--- src/rtl/prim_xor_pkg.sv ---
// prim_xor_pkg: shared types and constants for the XOR accumulator primitive.
package prim_xor_pkg;
  typedef enum logic {
    XorCombine = 1'b0,
    XorAccum   = 1'b1
  } xor_mode_e;
  typedef enum logic {
    OutEmpty = 1'b0,
    OutFull  = 1'b1
  } out_state_e;
  localparam int XorCountW = 16;
  localparam logic [XorCountW-1:0] XorCountMax = 16'hFFFF;
endpackage

--- src/rtl/prim_generic_xor2.sv ---
// prim_generic_xor2: two-input bitwise XOR primitive.
module prim_generic_xor2 #(
  parameter int Width = 1
) (
  input  logic [Width-1:0] in0_i,
  input  logic [Width-1:0] in1_i,
  output logic [Width-1:0] out_o
);
  assign out_o = in0_i ^ in1_i;
endmodule

--- src/rtl/prim_xor_tree.sv ---
// prim_xor_tree: combinational balanced XOR reduction of NumIn lanes.
module prim_xor_tree #(
  parameter int Width = 32,
  parameter int NumIn = 2
) (
  input  logic [NumIn*Width-1:0] data_i,
  output logic [Width-1:0]       data_o
);
  if (NumIn == 1) begin : g_leaf
    assign data_o = data_i;
  end else begin : g_split
    // Split into near-equal halves so the depth stays ceil(log2(NumIn)).
    localparam int Lo = NumIn / 2;
    localparam int Hi = NumIn - Lo;
    logic [Width-1:0] lo, hi;
    prim_xor_tree #(.Width(Width), .NumIn(Lo)) u_lo (
      .data_i(data_i[Lo*Width-1:0]),
      .data_o(lo)
    );
    prim_xor_tree #(.Width(Width), .NumIn(Hi)) u_hi (
      .data_i(data_i[NumIn*Width-1:Lo*Width]),
      .data_o(hi)
    );
    prim_generic_xor2 #(.Width(Width)) u_xor (
      .in0_i(lo),
      .in1_i(hi),
      .out_o(data_o)
    );
  end
endmodule

--- src/rtl/prim_xor_accum.sv ---
// prim_xor_accum: registered NumIn-lane XOR reducer with accumulator and valid/ready output.
// Define PRIM_XOR_ACCUM_PARITY_EN to add the registered out_parity_o port.
module prim_xor_accum
  import prim_xor_pkg::*;
#(
  parameter int Width = 32,
  parameter int NumIn = 2
) (
  input  logic                 clk_i,
  input  logic                 rst_ni,
  input  logic                 clear_i,
  input  logic                 mode_i,
  input  logic                 in_valid_i,
  output logic                 in_ready_o,
  input  logic [NumIn*Width-1:0] in_data_i,
  output logic                 out_valid_o,
  input  logic                 out_ready_i,
  output logic [Width-1:0]     out_data_o,
  output logic [Width-1:0]     acc_o,
`ifdef PRIM_XOR_ACCUM_PARITY_EN
  output logic                 out_parity_o,
`endif
  output logic [XorCountW-1:0] count_o
);
  if (NumIn < 2 || Width < 1) begin : g_bad_param
    $error("prim_xor_accum: requires NumIn >= 2 and Width >= 1");
  end
  out_state_e state_d, state_q;
  logic [Width-1:0] reduced, acc_base, acc_next;
  logic [Width-1:0] out_data_d, out_data_q, acc_d, acc_q;
  logic [XorCountW-1:0] count_base, count_d, count_q;
  logic accept, is_accum;
  prim_xor_tree #(.Width(Width), .NumIn(NumIn)) u_tree (
    .data_i(in_data_i),
    .data_o(reduced)
  );
  assign out_valid_o = state_q == OutFull;
  assign in_ready_o  = !out_valid_o || out_ready_i;
  assign accept      = in_valid_i && in_ready_o;
  assign is_accum    = xor_mode_e'(mode_i) == XorAccum;
  always_comb begin
    state_d    = accept ? OutFull : (out_ready_i ? OutEmpty : state_q);
    acc_base   = clear_i ? '0 : acc_q;
    count_base = clear_i ? '0 : count_q;
    acc_next   = acc_base ^ reduced;
    out_data_d = accept ? (is_accum ? acc_next : reduced) : out_data_q;
    acc_d      = (accept && is_accum) ? acc_next : acc_base;
    count_d    = (accept && is_accum && count_base != XorCountMax) ? count_base + 1'b1 : count_base;
  end
  always_ff @(posedge clk_i or negedge rst_ni) begin
    if (!rst_ni) begin
      state_q    <= OutEmpty;
      out_data_q <= '0;
      acc_q      <= '0;
      count_q    <= '0;
    end else begin
      state_q    <= state_d;
      out_data_q <= out_data_d;
      acc_q      <= acc_d;
      count_q    <= count_d;
    end
  end
  assign out_data_o = out_data_q;
  assign acc_o      = acc_q;
  assign count_o    = count_q;
`ifdef PRIM_XOR_ACCUM_PARITY_EN
  logic out_parity_d, out_parity_q;
  assign out_parity_d = accept ? ^out_data_d : out_parity_q;
  always_ff @(posedge clk_i or negedge rst_ni) begin
    if (!rst_ni) out_parity_q <= 1'b0;
    else         out_parity_q <= out_parity_d;
  end
  assign out_parity_o = out_parity_q;
`endif
endmodule
--- config.mk ---
export PLATFORM = sky130hd
export DESIGN_NAME = prim_xor_accum
export DESIGN_NICKNAME = d
export VERILOG_FILES = /design/src/rtl/prim_xor_pkg.sv /design/src/rtl/prim_generic_xor2.sv /design/src/rtl/prim_xor_tree.sv /design/src/rtl/prim_xor_accum.sv
export SDC_FILE = /design/constraint.sdc
export NUM_CORES = 1
export LEC_CHECK = 0
export BUFFER_PORTS_ARGS = -buffer_cell sky130_fd_sc_hd__buf_2
export CORE_ASPECT_RATIO = 1.25
export CORE_UTILIZATION = 45
export CTS_BUF_LIST = sky130_fd_sc_hd__clkbuf_2
export CTS_CLUSTER_DIAMETER = 150
export DETAILED_ROUTE_END_ITERATION = 16
export PLACE_DENSITY = 0.73
export SLEW_MARGIN = 30
export SYNTH_ARGS = -nofsm -noshare
export SYNTH_HDL_FRONTEND = slang
export SYNTH_SLANG_ARGS = --single-unit
--- constraint.sdc ---
create_clock -name clk_i -period 4.05 [get_ports clk_i]
set_input_delay 0.405 -clock clk_i [delete_from_list [all_inputs] [get_ports clk_i]]
set_output_delay 0.405 -clock clk_i [all_outputs]
set_load 0.01 [all_outputs]
==> results of run 1 <==
routing by layer:
metal / global-route usage / share of wire
met5: 0 / 0
met4: 0.105 / 0.027
met3: 0.0439 / 0.057
met2: 0.345 / 0.48
met1: 0.249 / 0.44
cell type report:
| cell class | instances | area share |
|---|---|---|
| inverter | 3 | 0.00216 |
| clock buffer | 11 | 0.0105 |
| tap | 123 | 0.0295 |
| multi-input combinational | 345 | 0.410 |
| clock inverter | 5 | 0.00887 |
| timing repair buffer | 154 | 0.151 |
| sequential | 81 | 0.388 |
sequential cells by signal (all words and copies together), names as in the netlist:
name,flops
acc_o,32
out_data_o,32
count_o,16
out_valid_o,1
cell usage in the layout, fill, tap and decap left out, types with 6 or more instances in the layout:
cell,n
clkbuf_2,11
o21ai_0,33
nor2_1,41
nand3_1,37
dfrtp_1,81
xnor2_1,100
buf_2,150
nor2b_1,10
mux2_2,6
nor3_1,6
nand2_1,70
cells by family (layout without fill, tap and decap cells):
family | count (synthesis) | after routing | share of synthesized area
DFF | 81 | 81 | 0.475
and+or+nand+nor | 194 | 194 | 0.220
muxes | 7 | 7 | 0.0185
buffers and inverters | 26 | 173 | 0.0261
AOI/OAI and AO/OA | 44 | 44 | 0.0554
xor gates and xnor gates | 100 | 100 | 0.205
path summary, 6_finish.rpt:
| kind | start | to | slack, ns | cells after the start |
|---|---|---|---|---|
| worst max-delay path | out_valid_o$_DFFE_PN0P_ | in_ready_o | 1.98 | 3 |
| worst min-delay path | in_valid_i | out_valid_o$_DFFE_PN0P_ | 0.17 | 2 |
| worst max register to register | out_valid_o$_DFFE_PN0P_ | count_o[13]$_DFF_PN0_ | 2.13 | 4 |
| worst min register to register | out_data_o[23]$_DFFE_PN0P_ | out_data_o[23]$_DFFE_PN0P_ | 0.50 | 2 |
| max in group asynchronous | rst_ni | acc_o[30]$_DFF_PN0_ | 3.07 | 2 |
| min in group asynchronous | rst_ni | count_o[5]$_DFF_PN0_ | 0.44 | 2 |
power breakdown:
part	switching [mW]	internal, mW
clock	0.268	0.141
sequential	0.0583	0.898
combinational	0.237	0.187
through the flow:
| stage | area [um2] | cells | total power, mW | hold WS, ns |
|---|---|---|---|---|
| after floorplan | 4270 | 452 | 1.21 | 0.109 |
| after global placement | 5100 | 705 | 1.39 | 0.457 |
| after detailed placement | 5110 | 705 | 1.40 | 0.466 |
| after CTS | 5220 | 722 | 1.81 | 0.121 |
| after global routing | 5220 | 722 | 1.90 | 0.141 |
| final | 5220 | 722 | 1.79 | 0.169 |
what timing repair did:
| item | 4_1_cts | 5_1_grt |
|---|---|---|
| hold endpoints to repair | 81 | 0 |
| hold buffers | 1 | 0 |
| setup buffers | 0 | 0 |
==> metrics, run 1 <==
IO Port Bufs 151; CP cell instances nor2b_1 -> inv_1 -> buf_2; Arrival @ worst endpoint 1.66 ns; Syn. warnings 0; Final Util 0.569; total grt overflow 0; Setup Skew 0.0130 ns; clock root buffer clkbuf_2; synth unique cells 36; Synth area leaders dfrtp_1 (47%), xnor2_1 (21%), nand2_1 (6.2%); CTS tree done; setup ws final 1.98 ns; synthesized flop and latch total 81; cell with the most instances after synthesis xnor2_1; cell family with most CP delay buffers and inverters; CP max-delay cell dfrtp_1; vias in the first global route 3541; ys async rst share 1.00; initial antenna violation count 0; dpl hpwl 6690 um; FILL cells 893; Post-CTS Resized 0; Clk Latency, worst-skew pair 0.52 ns; DRC Markers 0; final period utilization 0.510; Top FF cell, synth dfrtp_1; pin count of the biggest net entering global routing 82; row cnt 39; Via density 5.02; # H-tree levels 3; initial core utilization 0.465; Nets 664; Buffers & Inverters on Critical Path 2; DRT Pass-1 Iters 4; Final Max Tran Viols 0; drt initial violations 122; required time worst endpoint 3.64 ns; Post-Syn Area 0.00427 mm2; setup TNS 0 ns; multi-input combinational cell area 0.00214 mm2; number of flops mapped to enable cells by yosys 0; average size of a mapped cell 9.45 um2; post-synthesis cell count 452; worst vdd ir 0.177 mV; area leader, netlist dfrtp_1; Reg clk slew, reported paths 0.20 ns; Hold Vio Cnt, Final 0; DIE WIDTH 89.1 um; Post-Place Setup Slack 1.50 ns; endpoints failing setup 0; fraction of layout cells with a size suffix above 1 0.301; Clock Tree Buf Depth 2; Power Dens Cells 343 mW/mm2; GRT Total Usage 0.208; RSZ-0062 raised after global routing false; CORE AREA 0.00917 mm2; Commonest cells post-synth xnor2_1 (100), dfrtp_1 (81), nand2_1 (71); I/O pin total 152; Via Count 3626; crit-path max cell delay 0.38 ns; Die ar. 0.00989 mm2; ANT nets after route 0; Worst-Margin Slew 0.751 ns; kind of critical path register to output pin; wire per inst 13.5 um; Rel. slew slack 0.499; post-synthesis net count 522; first-pass GRT wire length 15900 um; CTS Buf Count 9; sequential area share after synthesis 0.475; LEAKAGE 2.40 nW; register area 0.00203 mm2; CTS Sinks 81; ANT cells 0; Max FO, Critical Path 7; Die H 111 um; Final min period 2.07 ns; Layout Area Growth over Synthesis 22.2%; crit start category register; Worst Hold Class input pin to register; GP Congestion 0.826; status complete, no violations; top-area cell type share of the netlist area 0.475; Max Cap Viol 0; Max Fclk 484 MHz; crit path capture type output pin; final wirelength 9780 um
(Power assumes the default switching activity.)
==> run 2: changes to the inputs <==
Clock period 4.05 ns to 2 ns, I/O delays scaled along.
==> metrics, run 2 (synthesized netlist as in run 1, its figures left out) <==
CP cell instances nand4_1 -> or4_4 -> nor4_4 -> mux2_1; IO Port Bufs 151 (unchanged); I/O pin total 152 (unchanged); Clock Tree Buf Depth 2 (unchanged); Max FO, Critical Path 5 (-2); dpl hpwl 7340 um (+9.7%); status complete, no violations; cell family with most CP delay simple AND/OR/NAND/NOR gates; DRC Markers 0 (unchanged); final period utilization 0.958; first-pass GRT wire length 17000 um (+6.7%); DRT Pass-1 Iters 4 (unchanged); crit-path max cell delay 0.54 ns (+0.16 ns); pin count of the biggest net entering global routing 50 (-39%); Via Count 3853 (+6.3%); CTS Buf Count 9 (unchanged); DIE WIDTH 89.1 um (unchanged); Hold Path End acc_o[17]$_DFF_PN0_; initial antenna violation count 0 (unchanged); Die ar. 0.00989 mm2 (unchanged); initial core utilization 0.465 (unchanged); Die H 111 um (unchanged); Reg clk slew, reported paths 0.23 ns (+0.03 ns); GP Congestion 0.910 (+10%); wire per inst 13.6 um (+0.36%); Worst-Margin Slew 0.555 ns (-0.196 ns); Clk Latency, worst-skew pair 0.53 ns (about the same); setup TNS 0 ns (unchanged); Via density 5.10 (+1.5%); reg2reg path depth 4 (unchanged); # H-tree levels 3 (unchanged); GRT Total Usage 0.221 (+0.0133); required time worst endpoint 2.43 ns (-1.21 ns); row cnt 39 (unchanged); Hold Vio Cnt, Final 0 (unchanged); drt initial violations 143 (+17%); Worst Hold Class input pin to register; commonest non-fill, non-tap cell in the layout buf_2; total grt overflow 0 (unchanged); LEAKAGE 2.54 nW (+6.0%); Layout Area Growth over Synthesis 29.6%; Arrival @ worst endpoint 2.34 ns (+0.68 ns); Power Dens Cells 650 mW/mm2 (+90%); crit start category register; Max Fclk 522 MHz; vias in the first global route 3776 (+6.6%); Final Max Tran Viols 0 (unchanged); kind of critical path register to register; Placement Cell Area 0.00520 mm2 (+1.8%); FILL cells 829 (-7.2%); design area 0.00553 mm2 (+6.0%); Reg2Reg Launch Point count_o[0]$_DFF_PN0_; CTS tree done; Setup Skew 0.0179 ns (+0.00489 ns); Buffers & Inverters on Critical Path 0 (-2); fraction of layout cells with a size suffix above 1 0.306 (+0.00598); crit path capture type register; hold depth 4 (+2); hold_sp in_data_i[49]; Final min period 1.92 ns; most frequent cells in the layout buf_2 (150), xnor2_1 (100), dfrtp_1 (80); CTS Sinks 81 (unchanged); Nets 698 (+5.1%); clock root buffer clkbuf_2; worst vdd ir 0.389 mV (+120%); endpoints failing setup 0 (unchanged); Max Cap Viol 0 (unchanged); final wirelength 10300 um (+5.1%); CP max-delay cell or4_4; Rel. slew slack 0.627 (+0.128); ANT nets after route 0 (unchanged); Critical R2R Capture count_o[13]$_DFF_PN0_; Worst R2R Setup Slack 0.08 ns (-2.05 ns); CORE AREA 0.00917 mm2 (unchanged); ANT cells 0 (unchanged)
[run 2: changes by cell type in the layout (fill, tap and decap cells not counted), moves of 2 or more]
cell           previous run  this run
buf_12                    0         2
buf_4                     2        12
clkinv_1                  3         1
clkinv_2                  1         3
dlygate4sd3_1             1        24
[run 2: how the worst max path moves through the flow]
| stage | to | startpoint | slack [ns] | cells past startpoint |
|---|---|---|---|---|
| floorplan | count_o[13]$_DFF_PN0_ | out_valid_o$_DFFE_PN0P_ | 0.14 | 4 |
| global placement | count_o[13]$_DFF_PN0_ | out_valid_o$_DFFE_PN0P_ | 0.19 | 4 |
| global route | count_o[13]$_DFF_PN0_ | count_o[1]$_DFF_PN0_ | -0.0009 | 4 |
| detailed placement | count_o[13]$_DFF_PN0_ | count_o[2]$_DFF_PN0_ | 0.13 | 4 |
| finish | count_o[13]$_DFF_PN0_ | count_o[0]$_DFF_PN0_ | 0.08 | 4 |
| CTS | count_o[13]$_DFF_PN0_ | count_o[2]$_DFF_PN0_ | 0.09 | 4 |
[run 2: worst min-delay path: cells and delay by family]
family	cells	cell delay, ns
xor gates and xnor gates	2	0.17
and+or+nand+nor	1	0.12
buffers and inverters	1	0.08
[run 2: area by class of cell]
| class | count | area [um2] | share of cell area |
|---|---|---|---|
| clock buffer | 10 | 50.0 | 0.00904 |
| clock inverter | 6 | 35.0 | 0.00633 |
| multi-input combinational | 345 | 2130 | 0.386 |
| sequential | 81 | 2030 | 0.366 |
| tap | 123 | 154 | 0.0278 |
| timing repair buffer | 188 | 1120 | 0.203 |
| inverter | 3 | 11.3 | 0.00203 |
[run 2: per-layer routing]
layer | track usage | vias to the layer above | part of all wire
met4 | 0.122 | 0 | 0.025
li1 | - | 1837 | -
met1 | 0.258 | 1838 | 0.41
met2 | 0.375 | 155 | 0.50
met5 | 0 | - | 0
met3 | 0.0387 | 23 | 0.058
[run 2: what timing repair did]
action	4_1_cts	5_1_grt
endpoints found under the setup margin	0	1
gates resized for setup	0	1
buffers inserted	0	1
endpoints found under the hold margin	99	1
hold buffers	23	1
[run 2: report_power, final]
group,internal (mW),switching [mW]
sequential,1.82,0.118
clock,0.161,0.572
combinational,0.435,0.492
total,2.41,1.18
[run 2: stage by stage]
stage,std cells,utilization,power [mW],setup WS [ns],hold slack (ns)
floorplan,452,-,2.45,0.140,-0.0956
global placement,715,0.567,2.83,0.192,0.174
detailed placement,715,0.567,2.86,0.127,0.178
CTS,754,0.601,3.63,0.0939,0.00116
global route,756,0.603,3.82,-0.000882,0.0108
finish,756,0.603,3.60,0.0847,0.0382
==> run 3: changes to the inputs <==
Settings changed: CTS_BUF_LIST sky130_fd_sc_hd__clkbuf_2 to sky130_fd_sc_hd__clkbuf_4 sky130_fd_sc_hd__clkbuf_8, PLACE_DENSITY 0.73 to 0.84.
==> metrics, run 3 (synthesized netlist as in run 1, its figures left out) <==
GP Congestion 0.842 (-7.4%); IO Port Bufs 151 (unchanged); Worst R2R Setup Slack 0.08 ns (about the same); CTS Sinks 81 (unchanged); total grt overflow 0 (unchanged); DRC Markers 0 (unchanged); crit start category register; Via Count 3669 (-4.8%); CTS tree done; Setup Skew 0.0104 ns (-0.00749 ns); Power Total 4.15 mW (+15%); first-pass GRT wire length 16800 um (-1.1%); ANT cells 0 (unchanged); Nets 671 (-3.9%); kind of critical path register to register; Max Fclk 521 MHz (-0.28%); pin count of the biggest net entering global routing 53 (+6.0%); Rel. slew slack 0.601 (-0.0266); vias in the first global route 3698 (-2.1%); Hold Vio Cnt, Final 0 (unchanged); RSZ-0062 raised after global routing false; dpl hpwl 7300 um (-0.56%); crit path capture type register; I/O pin total 152 (unchanged); DRT Pass-1 Iters 4 (unchanged); final period utilization 0.960 (+0.00274); wire per inst 13.8 um (+1.3%); drt initial violations 151 (+5.6%); CORE AREA 0.00917 mm2 (unchanged); DIE WIDTH 89.1 um (unchanged); final wirelength 10000 um (-2.4%); Worst-Margin Slew 0.594 ns (+0.0388 ns); worst vdd ir 0.375 mV (-3.6%); Layout Area Growth over Synthesis 26.6%; Reg clk slew, reported paths 0.08 ns (-0.15 ns); Final Max Tran Viols 0 (unchanged); required time worst endpoint 2.23 ns (-0.20 ns); CTS Buf Count 9 (unchanged); most frequent cells in the layout buf_2 (150), xnor2_1 (100), dfrtp_1 (81); status complete, no violations; endpoints failing setup 0 (unchanged); Clock Tree Buf Depth 2 (unchanged); Post-CTS Resized 0 (unchanged); Max FO, Critical Path 6 (+1); initial antenna violation count 0 (unchanged); Placement Cell Area 0.00518 mm2 (-0.43%); setup TNS 0 ns (unchanged); ANT nets after route 0 (unchanged); Via density 5.04 (-1.1%); initial core utilization 0.465 (unchanged); GRT Total Usage 0.217 (-0.00412); Power Dens Cells 768 mW/mm2 (+18%); row cnt 39 (unchanged); Arrival @ worst endpoint 2.15 ns (-0.19 ns); fraction of layout cells with a size suffix above 1 0.312 (+0.00592); clock root buffer clkbuf_8; # H-tree levels 3 (unchanged); Max Cap Viol 0 (unchanged); LEAKAGE 2.48 nW (-2.4%); Final min period 1.92 ns (+0.00547 ns); Inst Count DP 712 (-0.42%); Die H 111 um (unchanged); commonest non-fill, non-tap cell in the layout buf_2; Worst Hold Class input pin to register; final std cells w/o fill 728 (-3.7%); design area 0.00541 mm2 (-2.3%); Die ar. 0.00989 mm2 (unchanged); Clk Latency, worst-skew pair 0.35 ns (-0.18 ns)
==> run 3: cell types whose count changed in the layout (fill, tap and decap cells not counted), sizes merged <==
cell,before,now
dlygate4sd3,24,1
bufinv,0,2
buf,164,160
clkinvlp,1,0
clkbuf,10,12
clkinv,5,1
==> run 3: area by class of cell <==
class	count	area, um2
repair buffers	161	861
well taps	123	154
flip-flops and latches	81	2030
clock inverters	3	65.1
multi-input cells	345	2130
fillers	834	3770
inverters	3	11.3
clock buffers	12	153
==> run 3: critical path, stage by stage, from the launching register on <==
cell and delay, ns:
dfrtp_1 0.43, nand4_1 0.18, or3_1 0.44, nor4b_1 0.37
mux2_2 0.38
==> run 3: where the power goes <==
part           internal (mW)  switching, mW
Sequential              1.82          0.120
Combinational          0.394          0.479
Clock                  0.758          0.580
==> run 3: final timing paths <==
check,startpoint,to,cells past startpoint
max reg2reg,count_o[1]$_DFF_PN0_,count_o[9]$_DFF_PN0_,4
min in group asynchronous,rst_ni,out_data_o[26]$_DFFE_PN0P_,2
max,count_o[1]$_DFF_PN0_,count_o[9]$_DFF_PN0_,4
min,in_valid_i,out_valid_o$_DFFE_PN0P_,2
min reg2reg,out_data_o[26]$_DFFE_PN0P_,out_data_o[26]$_DFFE_PN0P_,2
max in group asynchronous,rst_ni,out_data_o[5]$_DFFE_PN0P_,3
==> run 3: timing repair <==
action | CTS | global route
setup buffers | 0 | 0
hold endpoints to repair | 37 | 0
hold buffers | 1 | 0
==> run 3: per-stage QoR <==
| step | util | hold slack (ns) | worst slack, ns |
|---|---|---|---|
| 2_1_floorplan | - | -0.0956 | 0.140 |
| 3_3_place_gp | 0.564 | 0.196 | 0.156 |
| 3_5_place_dp | 0.564 | 0.209 | 0.110 |
| 4_1_cts | 0.589 | 0.0851 | 0.0944 |
| 5_1_grt | 0.589 | 0.0922 | 0.0218 |
| 6_report | 0.589 | 0.103 | 0.0793 |
==> run 3: metal layers <==
metal	track usage	part of all wire
met5	0	0
met4	0.0762	0.017
met3	0.0581	0.057
met2	0.387	0.53
met1	0.241	0.39
